===== src/rtl/riscv_pkg.sv =====
// Shared RV32I definitions: datapath width and the {funct7[5], funct3} ALU opcodes.
package riscv_pkg;

  localparam int unsigned XLEN = 32;

  typedef enum logic [3:0] {
    ALU_ADD   = 4'b0000,
    ALU_SLL   = 4'b0001,
    ALU_SLT   = 4'b0010,
    ALU_SLTU  = 4'b0011,
    ALU_XOR   = 4'b0100,
    ALU_SRL   = 4'b0101,
    ALU_OR    = 4'b0110,
    ALU_AND   = 4'b0111,
    ALU_SUB   = 4'b1000,
    ALU_PASSB = 4'b1001,
    ALU_SRA   = 4'b1101
  } alu_op_e;

endpackage


===== src/rtl/pc_alu_unit_if.sv =====
// Datapath bundle between the next-PC/operand muxes and the PC/ALU slice.
interface pc_alu_unit_if
  import riscv_pkg::*;
#(
  parameter int unsigned WIDTH = XLEN
) ();

  logic [WIDTH-1:0] pcnext;
  logic [WIDTH-1:0] imm;
  logic [WIDTH-1:0] pc;
  logic [WIDTH-1:0] pcplus4;
  logic [WIDTH-1:0] pcbranch;
  logic [WIDTH-1:0] a;
  logic [WIDTH-1:0] b;
  logic [3:0]       aluctr;
  logic [WIDTH-1:0] aluout;
  logic             iszero;

  modport master (
    output pcnext, imm, a, b, aluctr,
    input  pc, pcplus4, pcbranch, aluout, iszero
  );

  modport slave (
    input  pcnext, imm, a, b, aluctr,
    output pc, pcplus4, pcbranch, aluout, iszero
  );

endinterface


===== src/rtl/pc_alu_unit_alu_core.sv =====
// Combinational integer ALU with zero flag; shifts use only the low log2(WIDTH) bits of b.
module alu_core
  import riscv_pkg::*;
#(
  parameter int unsigned WIDTH = XLEN
) (
  input  logic [WIDTH-1:0] a_i,
  input  logic [WIDTH-1:0] b_i,
  input  logic [3:0]       aluctr_i,
  output logic [WIDTH-1:0] aluout_c_o,
  output logic             iszero_c_o
);

  localparam int unsigned SHAMT_W = $clog2(WIDTH);

  logic [SHAMT_W-1:0] shamt;
  logic [WIDTH-1:0]   result;

  assign shamt = b_i[SHAMT_W-1:0];

  // Undefined opcodes fall through to zero, which also raises the zero flag.
  always_comb begin
    result = '0;
    case (alu_op_e'(aluctr_i))
      ALU_ADD:   result = a_i + b_i;
      ALU_SUB:   result = a_i - b_i;
      ALU_SLL:   result = a_i << shamt;
      ALU_SLT:   result = WIDTH'($signed(a_i) < $signed(b_i));
      ALU_SLTU:  result = WIDTH'(a_i < b_i);
      ALU_XOR:   result = a_i ^ b_i;
      ALU_SRL:   result = a_i >> shamt;
      ALU_SRA:   result = WIDTH'($signed(a_i) >>> shamt);
      ALU_OR:    result = a_i | b_i;
      ALU_AND:   result = a_i & b_i;
      ALU_PASSB: result = b_i;
      default:   result = '0;
    endcase
  end

  assign aluout_c_o = result;
  assign iszero_c_o = (result == '0);

endmodule


===== src/rtl/pc_alu_unit.sv =====
// Execute/fetch arithmetic slice: PC register, PC+4 and PC+imm adders, integer ALU.
module pc_alu_unit
  import riscv_pkg::*;
#(
  parameter int unsigned    WIDTH    = XLEN,
  parameter logic [WIDTH-1:0] RESET_PC = '0
) (
  input  logic          clk,
  input  logic          reset,
  pc_alu_unit_if.slave  bus
);

  logic [WIDTH-1:0] pc_q;
  logic [WIDTH-1:0] pc_d;

  assign pc_d = bus.pcnext;

  // PC loads unconditionally every edge; reset forces RESET_PC asynchronously.
  always_ff @(posedge clk or negedge reset) begin
    if (!reset) begin
      pc_q <= RESET_PC;
    end else begin
      pc_q <= pc_d;
    end
  end

  assign bus.pc       = pc_q;
  assign bus.pcplus4  = pc_q + WIDTH'(4);
  assign bus.pcbranch = pc_q + bus.imm;

  alu_core #(
    .WIDTH (WIDTH)
  ) u_alu_core (
    .a_i        (bus.a),
    .b_i        (bus.b),
    .aluctr_i   (bus.aluctr),
    .aluout_c_o (bus.aluout),
    .iszero_c_o (bus.iszero)
  );

endmodule


===== src/flat_wrapper.sv =====
// flat-port wrapper written by rule: the top's interface ports become plain ports
module pc_alu_unit_flat import riscv_pkg::*;
#(
  parameter int unsigned    WIDTH    = XLEN,
  parameter logic [WIDTH-1:0] RESET_PC = '0
)
  (clk, reset, bus_pcnext, bus_imm, bus_a, bus_b, bus_aluctr, bus_pc, bus_pcplus4, bus_pcbranch, bus_aluout, bus_iszero);
  pc_alu_unit_if #(.WIDTH(WIDTH)) bus_i ();
  input  logic clk;
  input  logic reset;
  input wire logic [$bits(bus_i.pcnext)-1:0] bus_pcnext;
  input wire logic [$bits(bus_i.imm)-1:0] bus_imm;
  input wire logic [$bits(bus_i.a)-1:0] bus_a;
  input wire logic [$bits(bus_i.b)-1:0] bus_b;
  input wire logic [$bits(bus_i.aluctr)-1:0] bus_aluctr;
  output wire logic [$bits(bus_i.pc)-1:0] bus_pc;
  output wire logic [$bits(bus_i.pcplus4)-1:0] bus_pcplus4;
  output wire logic [$bits(bus_i.pcbranch)-1:0] bus_pcbranch;
  output wire logic [$bits(bus_i.aluout)-1:0] bus_aluout;
  output wire logic [$bits(bus_i.iszero)-1:0] bus_iszero;
  assign bus_i.pcnext = bus_pcnext;
  assign bus_i.imm = bus_imm;
  assign bus_i.a = bus_a;
  assign bus_i.b = bus_b;
  assign bus_i.aluctr = bus_aluctr;
  assign bus_pc = bus_i.pc;
  assign bus_pcplus4 = bus_i.pcplus4;
  assign bus_pcbranch = bus_i.pcbranch;
  assign bus_aluout = bus_i.aluout;
  assign bus_iszero = bus_i.iszero;
  pc_alu_unit #(.WIDTH(WIDTH), .RESET_PC(RESET_PC)) u_core (.clk(clk), .reset(reset), .bus(bus_i));
endmodule

===== config.mk =====
export PLATFORM = sky130hd
export DESIGN_NAME = pc_alu_unit_flat
export DESIGN_NICKNAME = d
export VERILOG_FILES = /design/src/rtl/riscv_pkg.sv /design/src/rtl/pc_alu_unit_if.sv /design/src/rtl/pc_alu_unit_alu_core.sv /design/src/rtl/pc_alu_unit.sv /design/src/flat_wrapper.sv
export SDC_FILE = /design/constraint.sdc
export NUM_CORES = 1
export LEC_CHECK = 0
export BUFFER_PORTS_ARGS = -buffer_cell sky130_fd_sc_hd__buf_2
export CAP_MARGIN = 30
export CORE_MARGIN = 2
export CORE_UTILIZATION = 23
export CTS_BUF_LIST = sky130_fd_sc_hd__clkbuf_16
export DETAILED_ROUTE_END_ITERATION = 7
export PLACE_DENSITY = 0.51
export SYNTH_ARGS = -nofsm -noshare
export SYNTH_HDL_FRONTEND = slang
export SYNTH_SLANG_ARGS = --single-unit

===== constraint.sdc =====
create_clock -name clk -period 23.2 [get_ports clk]
set_clock_uncertainty 0.2 [all_clocks]
set_input_delay 6.96 -clock clk [delete_from_list [all_inputs] [get_ports clk]]
set_output_delay 6.96 -clock clk [all_outputs]
set_load 0.01 [all_outputs]

Word-level counts from Yosys, hierarchy flattened --
Index checks and enable logic that the tools add are counted.
Operators by class: eq/ne operators 10, shifts and indexed selects 3, add/sub/neg operators 4, mux-type cells 1, order comparisons 2, bitwise logic cells 3, reduce and logical (&&, ||, !) cells 2
Operators by type and width (number):
- 32-bit case mux with 11 select lines | 1
- 32-bit adder | 2
- 32-bit < comparator | 2
- 32-bit by 3-bit adder with 32-bit output (second input constant) | 1
- 32-bit AND | 1
- 32-bit zero test | 1
- 32-bit bitwise OR | 1
- 32-bit by 5-bit << shifter with 32-bit output | 1
- 32-bit by 5-bit >> shifter with 32-bit output | 1
- 32-bit by 5-bit >>> shifter with 32-bit output | 1
- 32-bit subtractor | 1
- 32-bit XOR | 1
- 4-bit by 3-bit == test with 1-bit output (second input constant) | 4
- 4-bit == test (second input constant) | 3
- 4-bit by 2-bit == test with 1-bit output (second input constant) | 2
- 4-bit by 1-bit == test with 1-bit output (second input constant) | 1
- 4-bit zero test | 1
Word-level totals: input port bits 134, register bits after elaboration 32, output and inout port bits 129, word-level logic and storage cells 26

Logic depth before layout (Yosys ltp) --
Gate-level depths: netlist of the first run.
word-level depth 3, gate-level depth with buffers 18, gate-level depth less buffers 15

Modules after synthesis --
Synthesis of the first run repeated with hierarchy kept, for this count alone.
Unflattened totals: cell total of the unflattened synthesis 1910, area total of the unflattened synthesis 13997.2 um^2
Modules (own cells, without submodules):
- alu_core | seq. area each 0.0 um^2, instances 1, area each 10795.4 um^2, cells each 1524
- pc_alu_unit | seq. area each 800.8 um^2, instances 1, area each 3201.8 um^2, cells each 386

Worst setup path after synthesis of the first run --
Ideal clock, no wire load.
kind in2out, start input port bus_b[2], end output port bus_iszero, buffers on the path 5, cell stages on the path 18, arrival 11321 ps, slack 4719 ps, required time 16040 ps, cells stage by stage buf_2 > inv_1 > buf_2 > buf_1 > clkbuf_1 > ha_1 > buf_2 > nor2b_1 > a2111o_1 > a21o_1 > o211ai_1 > a31oi_1 > o41a_1 > o31ai_1 > mux2i_1 > o21ai_1 > or4bb_1 > nor3_2
Between the ends: word-level cells in the longest chain between the ends 3, elaborated cells between the ends (all ways) 12, those cells by class 2 x add/sub; 2 x order compare; 3 x shift; 1 x mux; 3 x bitwise; 1 x reduce/logical
Ends and longest elaborated chain:
- start, declared | line flat_wrapper.sv:14 | input wire logic [$bits(bus_i.b)-1:0] bus_b;
- 32-bit subtractor (tied with other cells) | line pc_alu_unit_alu_core.sv:26 | ALU_SUB: result = a_i - b_i;
- 32-bit case mux with 11 select lines * | line pc_alu_unit_alu_core.sv:24 | case (alu_op_e'(aluctr_i))
- net bus_aluout[29] | line flat_wrapper.sv:19 | output wire logic [$bits(bus_i.aluout)-1:0] bus_aluout;
- 32-bit zero test * | line pc_alu_unit_alu_core.sv:41 | assign iszero_c_o = (result == '0);
- end, declared | line flat_wrapper.sv:20 | output wire logic [$bits(bus_i.iszero)-1:0] bus_iszero;
The timed path passes the listed nets; every way through them passes the cells marked *.

Worst setup path after layout of the first run --
start input port bus_b[1], end output port bus_iszero
Between the ends: word-level cells in the longest chain between the ends 3, elaborated cells between the ends (all ways) 12, those cells by class 2 x add/sub; 2 x order compare; 3 x shift; 1 x mux; 3 x bitwise; 1 x reduce/logical
Ends and longest elaborated chain (line):
- 32-bit subtractor (tied with other cells) | pc_alu_unit_alu_core.sv:26
- 32-bit case mux with 11 select lines * | pc_alu_unit_alu_core.sv:24
- 32-bit zero test * | pc_alu_unit_alu_core.sv:41
Every way passes the cells marked *; elsewhere a longest branch is shown, timed or not.

==> summary.txt, run 1 <==
Outcome
  • Outcome: finished clean

Cells and area
  • Max reg flops: 32
  • Final #Nets: 2277
  • Area delta synth->final: 15.1%
  • Share of cells above drive strength 1: 20.5%
  • Finished Core Util: 26.7%
  • Finished Layout Cells: 2772

Die
  • Die Wd: 245 um
  • Die ar.: 60100 um2
  • Core footprint: 57600 um2
  • Die extent in y: 245 um
  • Initial core utilization: 23.2%
  • Top Ports: 263
  • Rows: 88

STA
  • Max-slew violations: 0
  • Endpoints failing setup: 0
  • Minimum clock period: 19.35 ns
  • Max Fclk: 51.7 MHz
  • RSZ-0062 raised after global routing: no
  • Setup TNS: 0 ns
  • Crit share post-route: 83.4%
  • Final Hold Violating Endpoints: 0
  • Worst slew margin: 21.6%
  • Slew @ Worst Pin: 1.15 ns

Power and ir drop
  • Max IR drop VDD: 0.0539 mV
  • PD cells: 33.3 nW/um2
  • Leakage power: 6.50 nW

Placement
  • Placed cell count: 2764
  • Routability cong.: 1.07
  • Hpwl dp: 59100 um
  • Port bufs: 262

Routing
  • Final ANT Viol Nets: 0
  • Detailed router's first-iteration violation count: 2079
  • Via/cell ratio: 6.01
  • Vias: 16655
  • Routed wl met2: 34000 um
  • Met1 WL: 29100 um
  • WL met3: 7500 um
  • Top layer in use: met5
  • DRT Pass-1 Iters: 8
  • Final WL: 75300 um
  • DR DRC count: 0
  • Drt wl/cell: 27.2 um

Synthesis
  • Post-Synthesis Cells: 1841
  • Syn Std Cell Area: 13400 um2
  • Top cell types by occurrence after synthesis: nand2_1 (177), nor2_1 (167), a21oi_1 (143)
  • Synth top area cells: ha_1 (13%), mux4_2 (9.1%), dfrtp_1 (6.0%)
  • Post-synth cell types: 97
  • Post-synthesis sequential area ratio: 5.99%
  • Yosys Warn Count: 0
  • Synth Flop Type: dfrtp_1
  • Yosys top cell area share: 12.5%
  • Synth area leader: ha_1
  • Syn Nets: 2112
  • Async SR Flop Fraction: 100%
  • FF+latch count, synth: 32
  • Post-synth EDFFs: 0
  • Synth Area per Inst: 7.26 um2
  • Most frequent cell after synthesis: nand2_1

Global routing
  • Initial antenna violation count: 9
  • Vias in the first global route: 15855
  • GRT overflow: 0
  • Largest net degree at the start of global routing: 66
  • Tot GR Track Use: 24.0%
  • First-pass GRT wire length: 109000 um

Clocking
  • Clk slew on worst S/H paths: 0.05 ns
  • CTS-repair resized insts: 0
  • # hold bufs at CTS: 0
  • Clock Tree Root: clkbuf_16
  • CTS sink cnt: 32
  • Total CTS buffers: 5
  • CTS Buffer Depth: 2
  • CTS tree: built
  • Post-CTS Setup Inserts: 0
  • Depth of the CTS H-tree: 2

Run
  • Max cap viols: 0

Setup path
  • CP arrival: 12.19 ns
  • Crit start category: primary input
  • Maximum fanout along the worst path: 65
  • Crit end category: output pin
  • Req. time, crit path: 16.04 ns
  • Crit path kind: primary input to output pin

Hold path
  • Hold WC Path Type: primary input to asynchronous set/reset pin
metrics by stage:
step	hold WS [ns]	total power, mW	area [um2]	setup WS, ns
after floorplan	6.46	0.296	13400	4.72
after global placement	6.85	0.442	15300	4.04
after detailed placement	6.85	0.442	15300	4.08
after CTS	6.55	0.507	15400	4.04
after global routing	6.57	0.541	15400	3.61
final	6.52	0.513	15400	3.85
cell families (layout without fill, tap and decap cells):
group | Yosys count | count (layout) | synth area share, %
simple gates | 616 | 616 | 22.1
compound gates | 606 | 606 | 31.4
buf+inv | 258 | 423 | 8.23
fa+ha+maj | 137 | 137 | 13.0
mux | 131 | 131 | 15.3
xor+xnor | 61 | 61 | 4.00
flops | 32 | 32 | 5.99
other cells | 0 | 1 | 0
worst max-delay path, stage by stage:
cell,delay [ns]
buf_2,0.07
buf_4,0.62
inv_2,0.03
buf_4,0.34
ha_1,0.44
or2_1,0.28
a2111oi_0,0.61
o21ai_0,0.24
and3_1,0.23
o32ai_1,0.37
o2111ai_1,0.24
nor3_1,0.25
nand4b_1,0.31
nor4b_2,0.47
nand4_1,0.27
nor3_2,0.22
buf_2,0.15
metal layers:
metal / vias to the layer above / GRT usage [%]
met5: - / 0
met4: 12 / 13.2
met3: 244 / 4.83
met2: 1095 / 38.8
met1: 8024 / 29.8
li1: 7280 / -
placed cells by master (no fill, tap or decap), drive strengths merged, types with 21 or more instances in the layout:
cell type	synthesis	final
a211oi	24	24
a21o	22	22
a21oi	145	145
a22oi	22	22
buf	61	289
dfrtp	32	32
ha	134	134
inv	124	125
mux2	24	24
mux2i	53	53
mux4	54	54
nand2	177	177
nand3	60	60
nand4	23	23
nor2	167	167
nor3	57	57
nor4	21	21
o211ai	39	39
o21ai	103	103
o221ai	23	23
o22ai	25	25
xnor2	51	51
area by class of cell:
type	instances	area (um2)
timing repair buffer	290	1530
inverter	126	473
antenna	1	2.50
fill	6416	42200
tap	765	957
multi-input combinational	1551	11500
sequential	32	801
clock inverter	2	8.76
clock buffer	5	125
how the worst max path moves through the flow:
stage | startpoint | to
CTS | bus_b[1] | bus_iszero
floorplan | bus_b[2] | bus_iszero
global route | bus_b[4] | bus_iszero
finish | bus_b[1] | bus_iszero
detailed placement | bus_b[1] | bus_iszero
global placement | bus_b[1] | bus_iszero
where the power goes:
group          leakage (nW)  switching (mW)  internal [mW]
Sequential            0.373         0.00513         0.0588
Combinational          6.06           0.251          0.136
Clock                0.0709          0.0233         0.0384
Note: power is estimated with default switching activity, not from simulation.
==> run 2, diff against run 1 <==
Settings changed: PLACE_DENSITY 0.51 to 0.52.
Clock period 23.2 ns to 16.2 ns, I/O delays scaled along.
==> run 2 against run 1 <==
Net effect: wire length up 2.2%; critical path type unchanged; critical endpoint unchanged; utilization up 0.16 points; highest routed layer unchanged; final area up 0.59%; largest power group unchanged.
==> summary.txt, run 2 (synthesis results as in run 1) <==
STA
  • Worst slew margin: 30.9%
  • Slew @ Worst Pin: 1.03 ns
  • Minimum clock period: 14.82 ns
  • Min Hold Slack: 4.42 ns
  • Endpoints failing setup: 0
  • Worst Slack Setup Final: 1.38 ns
  • Setup TNS: 0 ns
  • RSZ-0062 raised after global routing: no
  • Crit share post-route: 91.5%
  • Max Fclk: 67.5 MHz
  • Final Hold Violating Endpoints: 0
  • Max-slew violations: 0

Setup path
  • CP arrival: 9.76 ns
  • Largest delay share family, worst path: compound AO/OA/AOI/OAI gates
  • Req. time, crit path: 11.14 ns
  • Maximum fanout along the worst path: 23
  • CP max stage delay: 0.62 ns
  • Crit start category: primary input
  • Crit end category: output pin
  • Crit-path slowest cell: a2111oi_1
  • Critical Path Stages: 15
  • Buf+Inv Stages, Crit Path: 4
  • Crit-path cells: buf_2 -> clkinv_1 -> ha_1 -> inv_1 -> a2111oi_1 -> a21o_1 -> o211ai_1 -> a31oi_1 -> mux2i_1 -> nor4b_1 -> o211ai_1 -> nor4_1 -> nand4_1 -> nor3_2 -> buf_2
  • Crit path kind: primary input to output pin

Global routing
  • Met3 Resource Use GR: 4.40%
  • First-pass GRT wire length: 112000 um
  • Met1 GRT Util: 31.2%
  • Initial antenna violation count: 7
  • GRT busiest layer: met2
  • Largest net degree at the start of global routing: 54
  • Tot GR Track Use: 24.7%
  • Vias in the first global route: 15960
  • Met2 usage: 40.2%
  • GRT overflow: 0

Cells and area
  • Final #Nets: 2288
  • Finished Core Util: 26.9%
  • Commonest non-fill, non-tap cell in the layout: buf_2
  • Area delta synth->final: 15.8%
  • Share of cells above drive strength 1: 20.8%
  • Max reg flops: 32
  • Leading cell types in the layout, fill and taps excluded: buf_2 (261), nand2_1 (177), nor2_1 (167)
  • Fillcell total: 6344
  • Finished Layout Cells: 2785
  • Final cell area excluding filler cells: 15500 um2

Clocking
  • Total CTS buffers: 5
  • CTS Buffer Depth: 2
  • Post-CTS Setup Inserts: 0
  • CTS sink cnt: 32
  • Depth of the CTS H-tree: 2
  • CTS-repair resized insts: 0
  • CTS tree: built
  • Clock Tree Root: clkbuf_16
  • # hold bufs at CTS: 0
  • Clk slew on worst S/H paths: 0.05 ns

Routing
  • Detailed router's first-iteration violation count: 1740
  • Final ANT Viol Nets: 0
  • Vias: 16615
  • Via/cell ratio: 5.97
  • DR DRC count: 0
  • DRT Pass-1 Iters: 7
  • Drt wl/cell: 27.6 um
  • Final WL: 76900 um

Die
  • Top Ports: 263
  • Die extent in y: 245 um
  • Die ar.: 60100 um2
  • Rows: 88
  • Die Wd: 245 um
  • Core footprint: 57600 um2
  • Initial core utilization: 23.2%

Power and ir drop
  • Leakage power: 6.55 nW
  • Register share of total power: 12.4%
  • Max IR drop VDD: 0.0946 mV
  • Logic pwr share: 75.6%
  • PD cells: 47.9 nW/um2
  • Psw: 0.406 mW
  • Sw frac: 54.8%
  • Clock group share of total power: 12.1%
  • Cell Int Power: 0.335 mW
  • Power, Total: 0.741 mW

Placement
  • Placed cell areas: 15300 um2
  • Placed cell count: 2775
  • Port bufs: 262
  • Hpwl dp: 61300 um
  • Routability cong.: 1.01
  • Setup WS pre-CTS: 1.56 ns

Hold path
  • Hold WC Path Type: primary input to asynchronous set/reset pin

Outcome
  • Outcome: finished clean

Run
  • Max cap viols: 0
[run 2: power by group through the flow]
stage | Combinational [mW] | Clock [mW] | Sequential (mW)
final | 0.560 | 0.0897 | 0.0916
after global placement | 0.547 | 0 | 0.0926
after floorplan | 0.332 | 0 | 0.0927
after detailed placement | 0.546 | 0 | 0.0927
after CTS | 0.550 | 0.0914 | 0.0916
after global routing | 0.597 | 0.0939 | 0.0922
[run 2: layout make-up]
type / count / area (um2) / area share [%]
Clock inverter: 3 / 11.3 / 0.0727
Clock buffer: 5 / 125 / 0.808
Sequential cell: 32 / 801 / 5.17
Antenna cell: 2 / 5.00 / 0.0323
Tap cell: 765 / 957 / 6.18
Multi-Input combinational cell: 1551 / 11500 / 74.3
Timing Repair Buffer: 301 / 1610 / 10.4
Inverter: 126 / 473 / 3.05
[run 2: layer usage]
metal / up-vias / share of wire (%)
li1: 7327 / -
met3: 181 / 9.0
met1: 8021 / 40
met2: 1080 / 45
met5: - / 0.052
met4: 6 / 5.6
[run 2: final timing paths]
| kind | startpoint | end | slack [ns] |
|---|---|---|---|
| setup / recovery | bus_b[4] | bus_iszero | 1.38 |
| hold / removal | reset | u_core.bus.pc[31] | 4.42 |
| max in group asynchronous | reset | u_core.bus.pc[3] | 10.90 |
| min in group clk | bus_pcnext[15] | u_core.bus.pc[15] | 4.47 |
